**config.mk**
```make
export PLATFORM = sky130hd
export DESIGN_NAME = chunked_ripple_adder_flat
export DESIGN_NICKNAME = d
export VERILOG_FILES = /design/src/rtl/chunked_ripple_adder_pkg.sv /design/src/rtl/chunked_ripple_adder_if.sv /design/src/rtl/chunked_ripple_adder_chunk.sv /design/src/rtl/chunked_ripple_adder.sv /design/src/flat_wrapper.sv
export SDC_FILE = /design/constraint.sdc
export NUM_CORES = 1
export LEC_CHECK = 0
export CORE_UTILIZATION = 55
export CTS_CLUSTER_DIAMETER = 60
export DETAILED_ROUTE_END_ITERATION = 10
export GPL_TIMING_DRIVEN = 1
export PLACE_DENSITY = 0.85
export SYNTH_ARGS = -nofsm -noshare
export SYNTH_HDL_FRONTEND = slang
export SYNTH_SLANG_ARGS = --single-unit
```
**constraint.sdc**
```tcl
create_clock -name clk -period 5.5 [get_ports clk]
set_clock_uncertainty 0.1 [all_clocks]
set_input_delay 0.55 -clock clk [delete_from_list [all_inputs] [get_ports clk]]
set_output_delay 0.55 -clock clk [all_outputs]
set_load 0.005 [all_outputs]
```
**src/rtl/chunked_ripple_adder_pkg.sv**
```systemverilog
// Shared types and helpers for the chunked ripple adder.
package adder_pkg;

  typedef enum logic [1:0] {IDLE, RUN, DONE} add_state_t;

  // A chunk counter needs at least one bit even when there is a single chunk
  function automatic int idx_width(input int n);
    return (n > 1) ? $clog2(n) : 1;
  endfunction

endpackage

```
**src/rtl/chunked_ripple_adder_if.sv**
```systemverilog
// Operand/result handshake bundle for the chunked ripple adder.
interface chunked_ripple_adder_if #(
  parameter int WIDTH = 16
);
  logic             in_valid;
  logic             in_ready;
  logic [WIDTH-1:0] in_a;
  logic [WIDTH-1:0] in_b;
  logic             in_cin;
  logic             in_sub;
  logic             out_valid;
  logic             out_ready;
  logic [WIDTH-1:0] out_sum;
  logic             out_cout;
  logic             out_ovf;

  modport master (
    output in_valid, in_a, in_b, in_cin, in_sub, out_ready,
    input  in_ready, out_valid, out_sum, out_cout, out_ovf
  );

  modport slave (
    input  in_valid, in_a, in_b, in_cin, in_sub, out_ready,
    output in_ready, out_valid, out_sum, out_cout, out_ovf
  );
endinterface

```
**src/rtl/chunked_ripple_adder_chunk.sv**
```systemverilog
// Combinational CHUNK-bit ripple of full adders; also exposes the carry into
// its top bit so the caller can form the signed-overflow term.
module chunk_adder #(
  parameter int CHUNK = 4
) (
  input  logic [CHUNK-1:0] a,
  input  logic [CHUNK-1:0] b,
  input  logic             cin,
  output logic [CHUNK-1:0] sum,
  output logic             cout,
  output logic             c_msb
);
  logic [CHUNK:0] cy;

  assign cy[0] = cin;

  for (genvar i = 0; i < CHUNK; i++) begin : g_fa
    assign sum[i]  = a[i] ^ b[i] ^ cy[i];
    assign cy[i+1] = (a[i] & b[i]) | (cy[i] & (a[i] ^ b[i]));
  end

  assign cout  = cy[CHUNK];
  assign c_msb = cy[CHUNK-1];
endmodule

```
**src/rtl/chunked_ripple_adder.sv**
```systemverilog
// Multi-cycle adder/subtractor: one CHUNK-bit slice per cycle, carry held in a
// register between slices, valid/ready on both sides.
module chunked_ripple_adder
  import adder_pkg::*;
#(
  parameter int WIDTH = 16,
  parameter int CHUNK = 4
) (
  input  logic                   clk,
  input  logic                   reset,
  chunked_ripple_adder_if.slave  bus
);
  localparam int NCHUNK = WIDTH / CHUNK;
  localparam int IW     = idx_width(NCHUNK);

  if ((WIDTH % CHUNK) != 0) begin : g_bad_chunk
    $error("chunked_ripple_adder: WIDTH must be a multiple of CHUNK");
  end

  add_state_t       state_q, state_d;
  logic [WIDTH-1:0] a_q, b_q, sum_q;
  logic             carry_q, cout_q, ovf_q;
  logic [IW-1:0]    idx_q;

  logic [CHUNK-1:0] ch_sum;
  logic             ch_cout, ch_c_msb;
  logic             last;

  assign last = (idx_q == IW'(NCHUNK - 1));

  chunk_adder #(.CHUNK(CHUNK)) u_chunk (
    .a     (a_q[int'(idx_q)*CHUNK +: CHUNK]),
    .b     (b_q[int'(idx_q)*CHUNK +: CHUNK]),
    .cin   (carry_q),
    .sum   (ch_sum),
    .cout  (ch_cout),
    .c_msb (ch_c_msb)
  );

  always_ff @(posedge clk or posedge reset) begin
    if (reset) state_q <= IDLE;
    else       state_q <= state_d;
  end

  always_comb begin
    state_d = state_q;
    unique case (state_q)
      IDLE:    if (bus.in_valid)  state_d = RUN;
      RUN:     if (last)          state_d = DONE;
      DONE:    if (bus.out_ready) state_d = IDLE;
      default:                    state_d = IDLE;
    endcase
  end

  // Subtraction is A + ~B + 1: B is inverted on capture and the +1 rides in on the carry
  always_ff @(posedge clk or posedge reset) begin
    if (reset) begin
      a_q     <= '0;
      b_q     <= '0;
      carry_q <= 1'b0;
      idx_q   <= '0;
      sum_q   <= '0;
      cout_q  <= 1'b0;
      ovf_q   <= 1'b0;
    end else begin
      unique case (state_q)
        IDLE: if (bus.in_valid) begin
          a_q     <= bus.in_a;
          b_q     <= bus.in_sub ? ~bus.in_b : bus.in_b;
          carry_q <= bus.in_sub ? 1'b1 : bus.in_cin;
          idx_q   <= '0;
        end
        RUN: begin
          sum_q[int'(idx_q)*CHUNK +: CHUNK] <= ch_sum;
          carry_q <= ch_cout;
          if (last) begin
            idx_q  <= '0;
            cout_q <= ch_cout;
            ovf_q  <= ch_cout ^ ch_c_msb;
          end else begin
            idx_q  <= idx_q + IW'(1);
          end
        end
        default: ;
      endcase
    end
  end

  assign bus.in_ready  = (state_q == IDLE);
  assign bus.out_valid = (state_q == DONE);
  assign bus.out_sum   = sum_q;
  assign bus.out_cout  = cout_q;
  assign bus.out_ovf   = ovf_q;
endmodule

```
**src/flat_wrapper.sv**
```systemverilog
// flat-port wrapper written by rule: the top's interface ports become plain ports
module chunked_ripple_adder_flat import adder_pkg::*;
#(
  parameter int WIDTH = 16,
  parameter int CHUNK = 4
)
  (clk, reset, bus_in_valid, bus_in_a, bus_in_b, bus_in_cin, bus_in_sub, bus_out_ready, bus_in_ready, bus_out_valid, bus_out_sum, bus_out_cout, bus_out_ovf);
  chunked_ripple_adder_if #(.WIDTH(WIDTH)) bus_i ();
  input  logic clk;
  input  logic reset;
  input wire logic [$bits(bus_i.in_valid)-1:0] bus_in_valid;
  input wire logic [$bits(bus_i.in_a)-1:0] bus_in_a;
  input wire logic [$bits(bus_i.in_b)-1:0] bus_in_b;
  input wire logic [$bits(bus_i.in_cin)-1:0] bus_in_cin;
  input wire logic [$bits(bus_i.in_sub)-1:0] bus_in_sub;
  input wire logic [$bits(bus_i.out_ready)-1:0] bus_out_ready;
  output wire logic [$bits(bus_i.in_ready)-1:0] bus_in_ready;
  output wire logic [$bits(bus_i.out_valid)-1:0] bus_out_valid;
  output wire logic [$bits(bus_i.out_sum)-1:0] bus_out_sum;
  output wire logic [$bits(bus_i.out_cout)-1:0] bus_out_cout;
  output wire logic [$bits(bus_i.out_ovf)-1:0] bus_out_ovf;
  assign bus_i.in_valid = bus_in_valid;
  assign bus_i.in_a = bus_in_a;
  assign bus_i.in_b = bus_in_b;
  assign bus_i.in_cin = bus_in_cin;
  assign bus_i.in_sub = bus_in_sub;
  assign bus_i.out_ready = bus_out_ready;
  assign bus_in_ready = bus_i.in_ready;
  assign bus_out_valid = bus_i.out_valid;
  assign bus_out_sum = bus_i.out_sum;
  assign bus_out_cout = bus_i.out_cout;
  assign bus_out_ovf = bus_i.out_ovf;
  chunked_ripple_adder #(.WIDTH(WIDTH), .CHUNK(CHUNK)) u_core (.clk(clk), .reset(reset), .bus(bus_i));
endmodule
```
==> results of run 1 <==
-- kinds of logic (layout without fill, tap and decap cells) --
| logic type | Yosys count | in the layout | synth area share (%) |
|---|---|---|---|
| buf+inv | 18 | 72 | 3.442 |
| simple gates | 29 | 29 | 9.489 |
| flops | 55 | 55 | 48.54 |
| xor+xnor | 17 | 17 | 5.251 |
| fa+ha+maj | 10 | 10 | 5.472 |
| compound gates | 6 | 6 | 1.589 |
| mux | 58 | 58 | 26.21 |
-- layer usage --
| layer | routed length (um) | GRT usage [%] | up-vias |
|---|---|---|---|
| met2 | 2653 | 38.23 | 47 |
| met1 | 2302 | 29.32 | 845 |
| li1 | - | - | 811 |
| met4 | 51 | 9.188 | 0 |
| met5 | 0 | 0 | - |
| met3 | 162 | 5.350 | 4 |
-- worst max path at each step --
stage | slack (ps) | start | cells after the start | to
3_5_place_dp | 2020 | u_core.idx_q[1] | 7 | u_core.bus.out_sum[7]
5_1_grt | 1850 | u_core.idx_q[1] | 7 | u_core.bus.out_sum[7]
3_3_place_gp | 2090 | u_core.idx_q[1] | 7 | u_core.bus.out_sum[7]
6_report | 2020 | u_core.idx_q[1] | 7 | u_core.bus.out_sum[7]
2_1_floorplan | 1790 | u_core.idx_q[0] | 9 | u_core.bus.out_sum[7]
4_1_cts | 2010 | u_core.idx_q[1] | 7 | u_core.bus.out_sum[7]
-- stage by stage --
step                      setup slack, ps  cells
after floorplan                      1790    193
after global placement               2090    306
after detailed placement             2025    306
after CTS                            2010    314
after global routing                 1850    314
final                                2021    314
-- synth_stat cells (all sizes together) (2+ instances only) --
library cell  instances  area share [%]
a21o                  2            0.53
and3b                 5             1.5
and4b                 4             1.4
buf                   9             2.3
clkbuf                4            0.53
dfrtp                55              49
fa                    4             2.8
ha                    6             2.6
inv                   5            0.66
mux2                 50              20
mux4                  8             6.4
nand3b                2            0.53
nor4bb               12             4.2
xor2                 17             5.3
-- where the power goes --
part | internal (mW) | switching (mW)
combinational | 0.666 | 0.437
clock | 0.115 | 0.125
sequential | 0.586 | 0.138
-- state kept, by name (all words and copies together) (netlist names) --
signal	flops
u_core.bus.out_ovf	1
u_core.b_q	16
u_core.a_q	16
u_core.state_q	2
u_core.bus.out_cout	1
u_core.bus.out_sum	16
u_core.carry_q	1
u_core.idx_q	2
-- layout make-up --
type                    count  area, um^2
well taps                  67       83.83
repair buffers             59       585.6
fillers                   361        1323
clock buffers               8       100.1
flip-flops and latches     55        1376
inverters                   5       18.77
multi-input cells         120        1361
==> reports/qor.yml, run 1 <==
run_status:
  status: "finished, final reports clean"
hold_path:
  hold_path_class: "flop to flop"
  hold_start: "u_core.bus.out_sum[9]"
  whs_path_depth: 1
  whs_endpoint: "u_core.bus.out_sum[9]"
sta:
  fin_tns_setup_ps: 0
  max_freq_mhz: 287.4
  hold_viol: 0
  finalCritPeriodShare_pct: 63.26
  holdWs_ps: 409.4
  maxSlewViolCount: 0
  maxSlewHeadroom_pct: 27.15
  rsz0062_at_grt: "false"
  setup_viol: 0
  period_minus_slack_ps: 3479
  worstMarginPinSlew_ps: 1091
critical_path:
  cp_common_cell: "fa_1"
  crit_required_ps: 5610
  r2r_slack_ps: 2020
  critPathTopFamily: "adder cells"
  worstPathArrival_ps: 3580
  worstPathMaxFanout: 12
  path_cells: "mux4_2 > fa_1 > fa_1 > fa_1 > fa_1 > and4b_1 > mux2_2"
  r2r-start: "u_core.idx_q[1]"
  worst_r2r_endpoint: "u_core.bus.out_sum[7]"
  start_kind: "flop"
  r2r.worst_path.cells: 7
  worst-path-buf-inv: 0
  path_class: "flop to flop"
  slowest_delay_ps: 650
  slowest_stage: "dfrtp_1"
  critPathCaptureType: "flop"
clock_network:
  cts_resized: 0
  cts_setup_buffers: 0
  cts_sinks: 55
  worstSkewPairLatency_ps: 310
  cts_hold_buf: 0
  cts_tree: "built"
  clockBufferDepth: 2
  clockRootBuffer: "clkbuf_8"
  numCtsBuffers: 5
  htreeDepth: 2
  path_clk_slew_ps: 90
routing:
  drc: 0
  ant_nets: 0
  totalWireLength_um: 5170
  first_iter_violations: 64
  dr.pass1.iters: 4
  routedWlPerCell_um: 16.46
  viasPerCell: 5.436
  vias: 1707
final_layout:
  n_antenna_cell: 0
  final_cell_area_um2: 3526
  fin_nets: 294
  area_delta_synth_final_pct: 24.36
  layout_common_cells: "clkdlybuf4s50_1 (57), dfrtp_1 (55), mux2_2 (48), xor2_1 (17), nor4bb_1 (12)"
  layout_commonest_cell: "clkdlybuf4s50_1"
  final_util_pct: 72.72
  drive_above_1_share_pct: 27.53
die:
  core_um2: 4848
  die-width_um: 73.80
  fp-row-count: 25
  start_util_pct: 58.48
  dieArea_um2: 5446
  die_y_um: 73.80
  ios: 58
logic_synthesis:
  syn_area_um2: 2835
  yosysUniqueCellTypes: 26
  yosysSeqAreaShare_pct: 48.54
  synth_seq_cells: 55
  synth.net_count: 241
  ys.warnings.count: 0
  avgSynthCellArea_um2: 14.69
  synth_flop_cell: "dfrtp_1"
  syn_inst: 193
  async_flop_share_pct: 100.0
  synth_edf_count: 0
power:
  ir_drop_mv: 0.3129
  power.static_leakage_nw: 1.525
  powerDensity_nw_per_um2: 586.3
  total_power_mw: 2.067
placed_design:
  post_dp_cell_area_um2: 3426
  gp_congestion: 0.8335
  place_hpwl_um: 3771
  io_buffers: 57
grt:
  grt_pass1_wl_um: 8983
  first_global_vias: 1823
  antenna_found_initial: 0
  overflow: 0
  grt_max_degree: 56
  grt_usage_pct: 23.06
run:
  drv_cap: 0
Note: power is estimated with default switching activity, not from simulation.
==> run 2, diff against run 1 <==
--- a/config.mk
+++ b/config.mk
@@ -5,11 +5,11 @@
 export SDC_FILE = /design/constraint.sdc
 export NUM_CORES = 1
 export LEC_CHECK = 0
-export CORE_UTILIZATION = 55
+export CORE_UTILIZATION = 46
 export CTS_CLUSTER_DIAMETER = 60
 export DETAILED_ROUTE_END_ITERATION = 10
 export GPL_TIMING_DRIVEN = 1
-export PLACE_DENSITY = 0.85
+export PLACE_DENSITY = 0.76
 export SYNTH_ARGS = -nofsm -noshare
 export SYNTH_HDL_FRONTEND = slang
 export SYNTH_SLANG_ARGS = --single-unit
==> constraint.sdc (replaced) <==
create_clock -name clk -period 3 [get_ports clk]
set_clock_uncertainty 0.1 [all_clocks]
set_input_delay 0.3 -clock clk [delete_from_list [all_inputs] [get_ports clk]]
set_output_delay 0.3 -clock clk [all_outputs]
set_load 0.005 [all_outputs]
==> reports/qor.yml, run 2 (synthesized netlist as in run 1, its figures left out) <==
power:
  p_sw_mw: 1.317
  ir_drop_mv: 0.5919
  clkPwrFrac_pct: 10.1
  p_sw_share_pct: 33.16
  internal_power_mw: 2.654
  p_comb_share_pct: 57.5
  powerDensity_nw_per_um2: 1090
  total_power_mw: 3.970
  sequentialPowerShare_pct: 32.5
  power.static_leakage_nw: 1.575
critical_path:
  r2r-start: "u_core.idx_q[0]"
  r2r.worst_path.cells: 7
  crit_required_ps: 3090
  worstPathMaxFanout: 4
  critPathCaptureType: "flop"
  cp-endpoint: "u_core.bus.out_sum[7]"
  start_kind: "flop"
  worst_r2r_endpoint: "u_core.bus.out_sum[7]"
  worstPathArrival_ps: 3270
  startpoint: "u_core.idx_q[0]"
  path_class: "flop to flop"
  r2r_slack_ps: -180
grt:
  busiest_layer: "met2"
  grt_max_degree: 36
  overflow: 0
  grt_pass1_wl_um: 8804
  first_global_vias: 1769
  grt_usage_pct: 18.46
  use_met1_pct: 24.59
  antenna_found_initial: 0
  use_met3_pct: 2.955
  met2_usage_pct: 29.66
sta:
  worstMarginPinSlew_ps: 543.6
  setup_ws_ps: -181.4
  max_freq_mhz: 314.3
  rsz0062_at_grt: "true"
  hold_viol: 0
  fin_tns_setup_ps: -796.9
  maxSlewViolCount: 0
  maxSlewHeadroom_pct: 63.76
  holdWs_ps: 110.9
  period_minus_slack_ps: 3181
  setup_viol: 6
  finalCritPeriodShare_pct: 106.0
die:
  die-width_um: 80.51
  fp-row-count: 28
  core_um2: 5921
  die_y_um: 80.51
  dieArea_um2: 6482
  ios: 58
  start_util_pct: 47.89
final_layout:
  n_antenna_cell: 0
  final_util_pct: 61.52
  drive_above_1_share_pct: 32.94
  final_cell_area_um2: 3642
  layout_common_cells: "clkdlybuf4s50_1 (57), dfrtp_1 (54), mux2_2 (43), xor2_1 (17), buf_4 (11)"
  fin_nets: 303
  n_fill_cell: 484
  layout_commonest_cell: "clkdlybuf4s50_1"
  area_delta_synth_final_pct: 28.46
clock_network:
  cts_hold_buf: 0
  clockRootBuffer: "clkbuf_8"
  clockBufferDepth: 2
  cts_sinks: 55
  htreeDepth: 2
  worstSkewPairLatency_ps: 300
  cts_tree: "built"
  numCtsBuffers: 5
  path_clk_slew_ps: 90
hold_path:
  hold_path_class: "input port to asynchronous set/reset pin"
routing:
  first_iter_violations: 43
  drc: 0
  viasPerCell: 5.273
  ant_nets: 0
  vias: 1740
  dr.pass1.iters: 4
  totalWireLength_um: 5298
  routedWlPerCell_um: 16.05
placed_design:
  gp_congestion: 0.7171
  post_dp_cell_area_um2: 3521
  io_buffers: 57
  place_hpwl_um: 4076
run_status:
  status: "finished, violations left"
  violations: "negative setup slack"
run:
  drv_cap: 0
run 2: cell types whose count changed in the layout (fill, tap and decap cells not counted), sizes merged:
cell    change
buf         +9
clkinv      +1
clkbuf      -2
run 2: worst max-delay path: stages, from the launching register on:
cell and delay [ps]:
dfrtp_2 410, mux4_2 540, fa_2 370, fa_2 350, fa_2 380, fa_2 450
and4b_1 220, mux2_4 250
run 2: area by class of cell:
class                           instances  area (um^2)  share of cell area (%)
Tap cell                               75        93.84                   2.576
Multi-Input combinational cell        120         1411                   38.75
Inverter                                5        18.77                  0.5153
Clock buffer                            6        82.58                   2.267
Sequential cell                        55         1378                   37.82
Clock inverter                          1        5.005                  0.1374
Timing Repair Buffer                   68        653.1                   17.93
run 2: worst min path at each step:
| stage | end | depth (start not counted) | slack [ps] | from |
|---|---|---|---|---|
| finish | u_core.b_q[5] | 2 | 110 | reset |
| global route | u_core.b_q[2] | 2 | 110 | reset |
| CTS | u_core.b_q[6] | 2 | 110 | reset |
| detailed placement | u_core.a_q[13] | 1 | 370 | u_core.a_q[13] |
| global placement | u_core.a_q[9] | 1 | 370 | u_core.a_q[9] |
| floorplan | u_core.state_q[1] | 1 | 310 | bus_out_ready |
run 2: power by group through the flow:
stage,Combinational [mW],Clock (mW),Sequential [mW]
detailed placement,2.22,0,1.31
global route,2.48,0.447,1.34
floorplan,1.63,0,1.23
global placement,2.15,0,1.29
finish,2.28,0.399,1.29
CTS,2.29,0.415,1.29
run 2: per-stage QoR:
step                      std cells  setup slack (ps)
after floorplan                 193            -377.1
after global placement          322            -166.1
after detailed placement        322            -244.6
after CTS                       330            -226.4
after global routing            330            -281.0
final                           330            -181.4
run 2: timing repair:
action                     in CTS  in global routing
resized for setup               2                  3
gates cloned                    0                  0
setup buffers                   1                  0
setup endpoints to repair       6                  9
pin swaps                       1                  0
run 2: per-layer routing:
layer	vias to the layer above	part of all wire (%)
met5	-	0
li1	824	-
met3	6	3.3
met2	39	49
met4	0	1.8
met1	871	46
==> variant 1, RTL diff (config.mk and constraints of run 1) <==
The 3 states of `add_state_t` get a one-hot encoding in 3 bits.
--- a/src/rtl/chunked_ripple_adder_pkg.sv
+++ b/src/rtl/chunked_ripple_adder_pkg.sv
@@ -1,7 +1,7 @@
 // Shared types and helpers for the chunked ripple adder.
 package adder_pkg;
 
-  typedef enum logic [1:0] {IDLE, RUN, DONE} add_state_t;
+  typedef enum logic [2:0] {IDLE = 3'b001, RUN = 3'b010, DONE = 3'b100} add_state_t;
 
   // A chunk counter needs at least one bit even when there is a single chunk
   function automatic int idx_width(input int n);
Formal check against the unedited RTL: same outputs for any inputs over 10 cycles, from zero or initial values and one cycle with reset high; not proved beyond that.
==> variant 1 against run 1 <==
- global-route usage fell by 1.9 points
- total power is 19% lower
- sequential power shrank 4.7%
- count of clock-buffer cells in the layout shrank 1
- utilization fell by 0.93 points
- area after synthesis down 2.9%
- final area shrank 2.6%
- sequential cell count grew 1
- sequential share of layout area up 1.8 points
- wire length decreased by 6.7%
- non-clock buffer count fell by 1
- worst setup slack got worse by 0.32 ns
- cell count increased by 9.6%
- critical path type unchanged
- largest cell class unchanged
- largest power group unchanged
- highest routed layer unchanged
==> variant 1: results (changes against run 1) <==
| Metric | Value |
|---|---|
| Fin cells | `344 (+9.6%)` |
| Delay of the slowest cell on the worst path | `0.82 ns (+0.17 ns)` |
| Antenna violations before repair | `0 (unchanged)` |
| Leakage | `1.39 nW (-8.6%)` |
| List of most frequent post-synthesis cells | `55 x dfrtp_1, 29 x o21ai_0, 19 x nand2_1` |
| Hold depth | `2 (+1)` |
| Met3 Routed Length | `179 um (+10%)` |
| First-pass GRT wire length | `8330 um (-7.3%)` |
| Syn_nets | `273 (+13%)` |
| RR Endpoint | `u_core.bus.out_ovf` |
| HPWL Detailed | `3600 um (-4.6%)` |
| Initial DRC count | `102 (+59%)` |
| Status | `finished, final reports clean` |
| Critical Path AT | `3.91 ns (+0.33 ns)` |
| Least-Margin Pin Slew | `1.19 ns (+0.100 ns)` |
| Filler cells | `357 (-1.1%)` |
| Mean post-synth cell area | `12.2 sq um (-17%)` |
| Hold WS | `0.385 ns (-0.0239 ns)` |
| Hold Path Sink | `u_core.b_q[15]` |
| Routed WL per cell | `14.0 um (-15%)` |
| Met2 Wirelength | `2460 um (-7.3%)` |
| Share of cells above drive strength 1 | `15.2% (-12 points)` |
| Gr usage total | `21.2% (-1.9 points)` |
| Pin count of the biggest net entering global routing | `57 (+1.8%)` |
| Crit path max fanout | `17 (+5)` |
| Place WS | `1.70 ns (-0.325 ns)` |
| Peak supply drop | `259 uV (-17%)` |
| DR vias | `1834 (+7.4%)` |
| Final nets | `325 (+11%)` |
| Sequential fraction of the synthesis area | `50.9% (+2.4 points)` |
| Worst min-delay path startpoint | `u_core.b_q[15]` |
| Antenna cells | `0 (unchanged)` |
| Num CTS Buffers | `5 (unchanged)` |
| Top cells by area, synth | `dfrtp_1 50%, mux2_2 7.4%, mux4_2 6.5%, o21ai_0 5.3%, xnor2_1 5.1%` |
variant 1: cell type report:
class | instances | share of cell area [%]
well taps | 67 | 2.44
inverters | 17 | 1.86
repair buffers | 58 | 16.8
multi-input cells | 139 | 35.3
flip-flops and latches | 56 | 40.8
clock buffers | 7 | 2.80
variant 1: layer usage:
metal	vias to the layer above	GRT usage (%)
li1	887	-
met1	891	26.7
met2	49	35.7
met3	7	4.42
met4	0	8.71
met5	-	0
variant 1: worst max-delay path by stage:
stage,from,to,slack (ns),cells past startpoint
finish,u_core.idx_q[0],u_core.bus.out_ovf,1.70,7
global route,u_core.idx_q[0],u_core.bus.out_ovf,1.53,7
CTS,u_core.idx_q[0],u_core.bus.out_ovf,1.67,7
detailed placement,u_core.idx_q[0],u_core.bus.out_ovf,1.70,7
global placement,u_core.idx_q[0],u_core.bus.out_ovf,1.80,7
floorplan,u_core.idx_q[0],u_core.bus.out_ovf,2.00,9
variant 1: cell families after synthesis:
group	Yosys count	synth area share (%)
flip-flops	56	50.9
buffers and inverters	30	5.41
multiplexers	26	13.9
adder cells (fa/ha/maj)	10	5.63
AND/OR/NAND/NOR	48	10.6
XOR/XNOR	17	5.41
AO/OA/AOI/OAI	38	8.13
variant 1: report_power, final:
group / switching (mW) / internal (mW)
logic: 0.357 / 0.388
clock network: 0.123 / 0.112
registers: 0.120 / 0.570
variant 1: through the flow:
step / area, sq um / util [%]
3_5_place_dp: 3340 / 69.8
5_1_grt: 3440 / 71.8
6_report: 3440 / 71.8
4_1_cts: 3440 / 71.8
3_3_place_gp: 3340 / 69.8
2_1_floorplan: 2750 / -
variant 1: worst max-delay path: cells and delay by family (launching register included):
kind,cells,cell delay [ns]
adders and majority gates,4,1.72
muxes,2,0.87
DFF,1,0.82
xor gates and xnor gates,1,0.18
==> variant 2, RTL diff (settings of run 1) <==
Made on the original files. `CHUNK` is set to 4 in 3 places; all go to 2.
--- a/src/rtl/chunked_ripple_adder_chunk.sv
+++ b/src/rtl/chunked_ripple_adder_chunk.sv
@@ -1,7 +1,7 @@
 // Combinational CHUNK-bit ripple of full adders; also exposes the carry into
 // its top bit so the caller can form the signed-overflow term.
 module chunk_adder #(
-  parameter int CHUNK = 4
+  parameter int CHUNK = 2
 ) (
   input  logic [CHUNK-1:0] a,
   input  logic [CHUNK-1:0] b,
--- a/src/rtl/chunked_ripple_adder.sv
+++ b/src/rtl/chunked_ripple_adder.sv
@@ -4,7 +4,7 @@
   import adder_pkg::*;
 #(
   parameter int WIDTH = 16,
-  parameter int CHUNK = 4
+  parameter int CHUNK = 2
 ) (
   input  logic                   clk,
   input  logic                   reset,
--- a/src/flat_wrapper.sv
+++ b/src/flat_wrapper.sv
@@ -2,7 +2,7 @@
 module chunked_ripple_adder_flat import adder_pkg::*;
 #(
   parameter int WIDTH = 16,
-  parameter int CHUNK = 4
+  parameter int CHUNK = 2
 )
   (clk, reset, bus_in_valid, bus_in_a, bus_in_b, bus_in_cin, bus_in_sub, bus_out_ready, bus_in_ready, bus_out_valid, bus_out_sum, bus_out_cout, bus_out_ovf);
   chunked_ripple_adder_if #(.WIDTH(WIDTH)) bus_i ();
Formal check against the unedited RTL: not equivalent (a bounded check fails within 4 cycles, from zero or initial values and one cycle with reset high).
==> variant 2 against run 1 <==
- sequential cell count increased by 1
- worst setup slack improved by 0.26 ns
- final area decreased by 0.64%
- wire length increased by 2.5%
- count of clock-buffer cells in the layout decreased by 3
- via count increased by 10%
- highest routed layer unchanged
- non-clock buffer count unchanged
- cell count increased by 12%
- total power decreased by 2.1%
- utilization increased by 0.48 points
- area after synthesis decreased by 2.3%
- critical path depth increased by 1
- largest cell class unchanged
==> variant 2: results (changes against run 1) <==
| Metric | Value |
|---|---|
| Status | `finished, final reports clean` |
| Met2 Wirelength | `2720 um (+2.5%)` |
| Routability Congestion | `0.761 (-8.7%)` |
| Worst min path class | `flip-flop to flip-flop` |
| Net Sw Frac | `36.5% (+2.6 points)` |
| Crit path max fanout | `15 (+3)` |
| Synth Area in Adders | `4.60% (-0.87 points)` |
| Worst-path clk slew | `~0.1 ns` |
| Via count of the first global-routing pass | `1945 (+6.7%)` |
| Met3 Routed Length | `184 um (+14%)` |
| Top cells by area, synth | `dfrtp_1 51%, mux2_2 13%, mux4_2 6.5%, xnor2_1 5.4%, nor2_1 3.7%` |
| Post-Synth XOR/XNOR Area | `5.37% (+0.12 points)` |
| M1 wire length | `2300 um (-0.30%)` |
| List of most frequent post-synthesis cells | `56 x dfrtp_1, 32 x mux2_2, 27 x nor2_1` |
| Sequential fraction of the synthesis area | `50.6% (+2.0 points)` |
| HPWL Detailed | `3790 um (+0.40%)` |
| Synth Area in Compound Gates | `4.33% (+2.7 points)` |
| Vias per cell | `5.37 (-1.2%)` |
| Peak supply drop | `328 uV (+4.9%)` |
| First-pass GRT wire length | `9070 um (+0.92%)` |
| CTS resizes | `0 (unchanged)` |
| Least-Margin Pin Slew | `0.945 ns (-0.146 ns)` |
| Max layer used | `met4` |
| Worst-Skew Late Latency | `0.31 ns (about the same)` |
| Leakage | `1.48 nW (-3.1%)` |
| Critical Path AT | `3.32 ns (-0.26 ns)` |
| Antenna cells | `0 (unchanged)` |
| Routed WL per cell | `15.1 um (-8.3%)` |
| DRT Pass-1 Iters | `4 (unchanged)` |
| # H-tree levels | `2 (unchanged)` |
| Share of cells above drive strength 1 | `19.7% (-7.8 points)` |
| Sequential Power Share | `37.8% (+2.8 points)` |
| Gr usage total | `22.5% (-0.54 points)` |
| Final nets | `330 (+12%)` |
| Syn_nets | `275 (+14%)` |
| FFs w/ async S/R, synth | `100% (unchanged)` |
| Max clock buf depth | `2 (unchanged)` |
| Yosys warns | `0 (unchanged)` |
| Initial DRC count | `132 (+110%)` |
| Proportion of synthesized area in mux cells | `20.9% (-5.3 points)` |
| Pin count of the biggest net entering global routing | `57 (+1.8%)` |
| Num CTS Buffers | `5 (unchanged)` |
-- variant 2: cell types whose count changed in the layout (fill, tap and decap cells not counted), moves of 12 or more --
cell and change:
a21oi_1 +16, mux2_2 -16, nand2_1 +18, nor2_1 +26
nor4bb_1 -12, xnor2_1 +17, xor2_1 -17
-- variant 2: layer usage --
layer | global-route usage (%) | vias to the layer above
li1 | - | 897
met1 | 28.4 | 925
met2 | 38.8 | 54
met3 | 4.28 | 9
met4 | 8.06 | 0
met5 | 0 | -
-- variant 2: power by group through the flow --
stage	clock network, mW	logic [mW]	registers [mW]
after floorplan	0	0.744	0.693
after global placement	0	0.946	0.763
after detailed placement	0	0.983	0.773
after CTS	0.271	0.999	0.765
after global routing	0.287	1.10	0.791
final	0.269	0.990	0.764
-- variant 2: logic make-up after synthesis --
| family | after synthesis |
|---|---|
| xor+xnor | 17 |
| buf+inv | 17 |
| flops | 56 |
| fa+ha+maj | 9 |
| mux | 43 |
| simple gates | 65 |
| compound gates | 21 |
-- variant 2: cell type report --
class,instances,area [sq um]
clock inverter,3,42.5
multi-input combinational,155,1300
sequential,56,1400
clock buffer,5,68.8
inverter,6,22.5
fill,332,1280
timing repair buffer,59,586
tap,67,83.8
-- variant 2: final timing paths --
kind,slack (ns),from,depth (start not counted),endpoint
min in group asynchronous,0.66,reset,3,u_core.b_q[14]
worst min register to register,0.40,u_core.bus.out_ovf,2,u_core.bus.out_ovf
worst min-delay path,0.40,u_core.bus.out_ovf,2,u_core.bus.out_ovf
worst max-delay path,2.28,u_core.idx_q[1],8,u_core.bus.out_sum[5]
max in group asynchronous,4.19,reset,3,u_core.a_q[15]
worst max register to register,2.28,u_core.idx_q[1],8,u_core.bus.out_sum[5]
-- variant 2: per-stage QoR --
stage	utilization [%]	setup WS, ns	cell area [sq um]	cells	total power [mW]
floorplan	-	2.62	2770	228	1.44
global placement	70.9	2.36	3390	343	1.71
detailed placement	70.9	2.28	3390	343	1.76
CTS	73.2	2.24	3500	351	2.04
global route	73.2	2.08	3500	351	2.18
finish	73.2	2.28	3500	351	2.02
-- variant 2: worst max-delay path, cell delays in order, from the launching register on --
cell and delay (ns):
dfrtp_1 0.82, mux4_2 0.59, nand2_1 0.08, nand2_1 0.08
fa_1 0.46, fa_1 0.50, nand2b_1 0.15, nor2_1 0.07
mux2_2 0.26
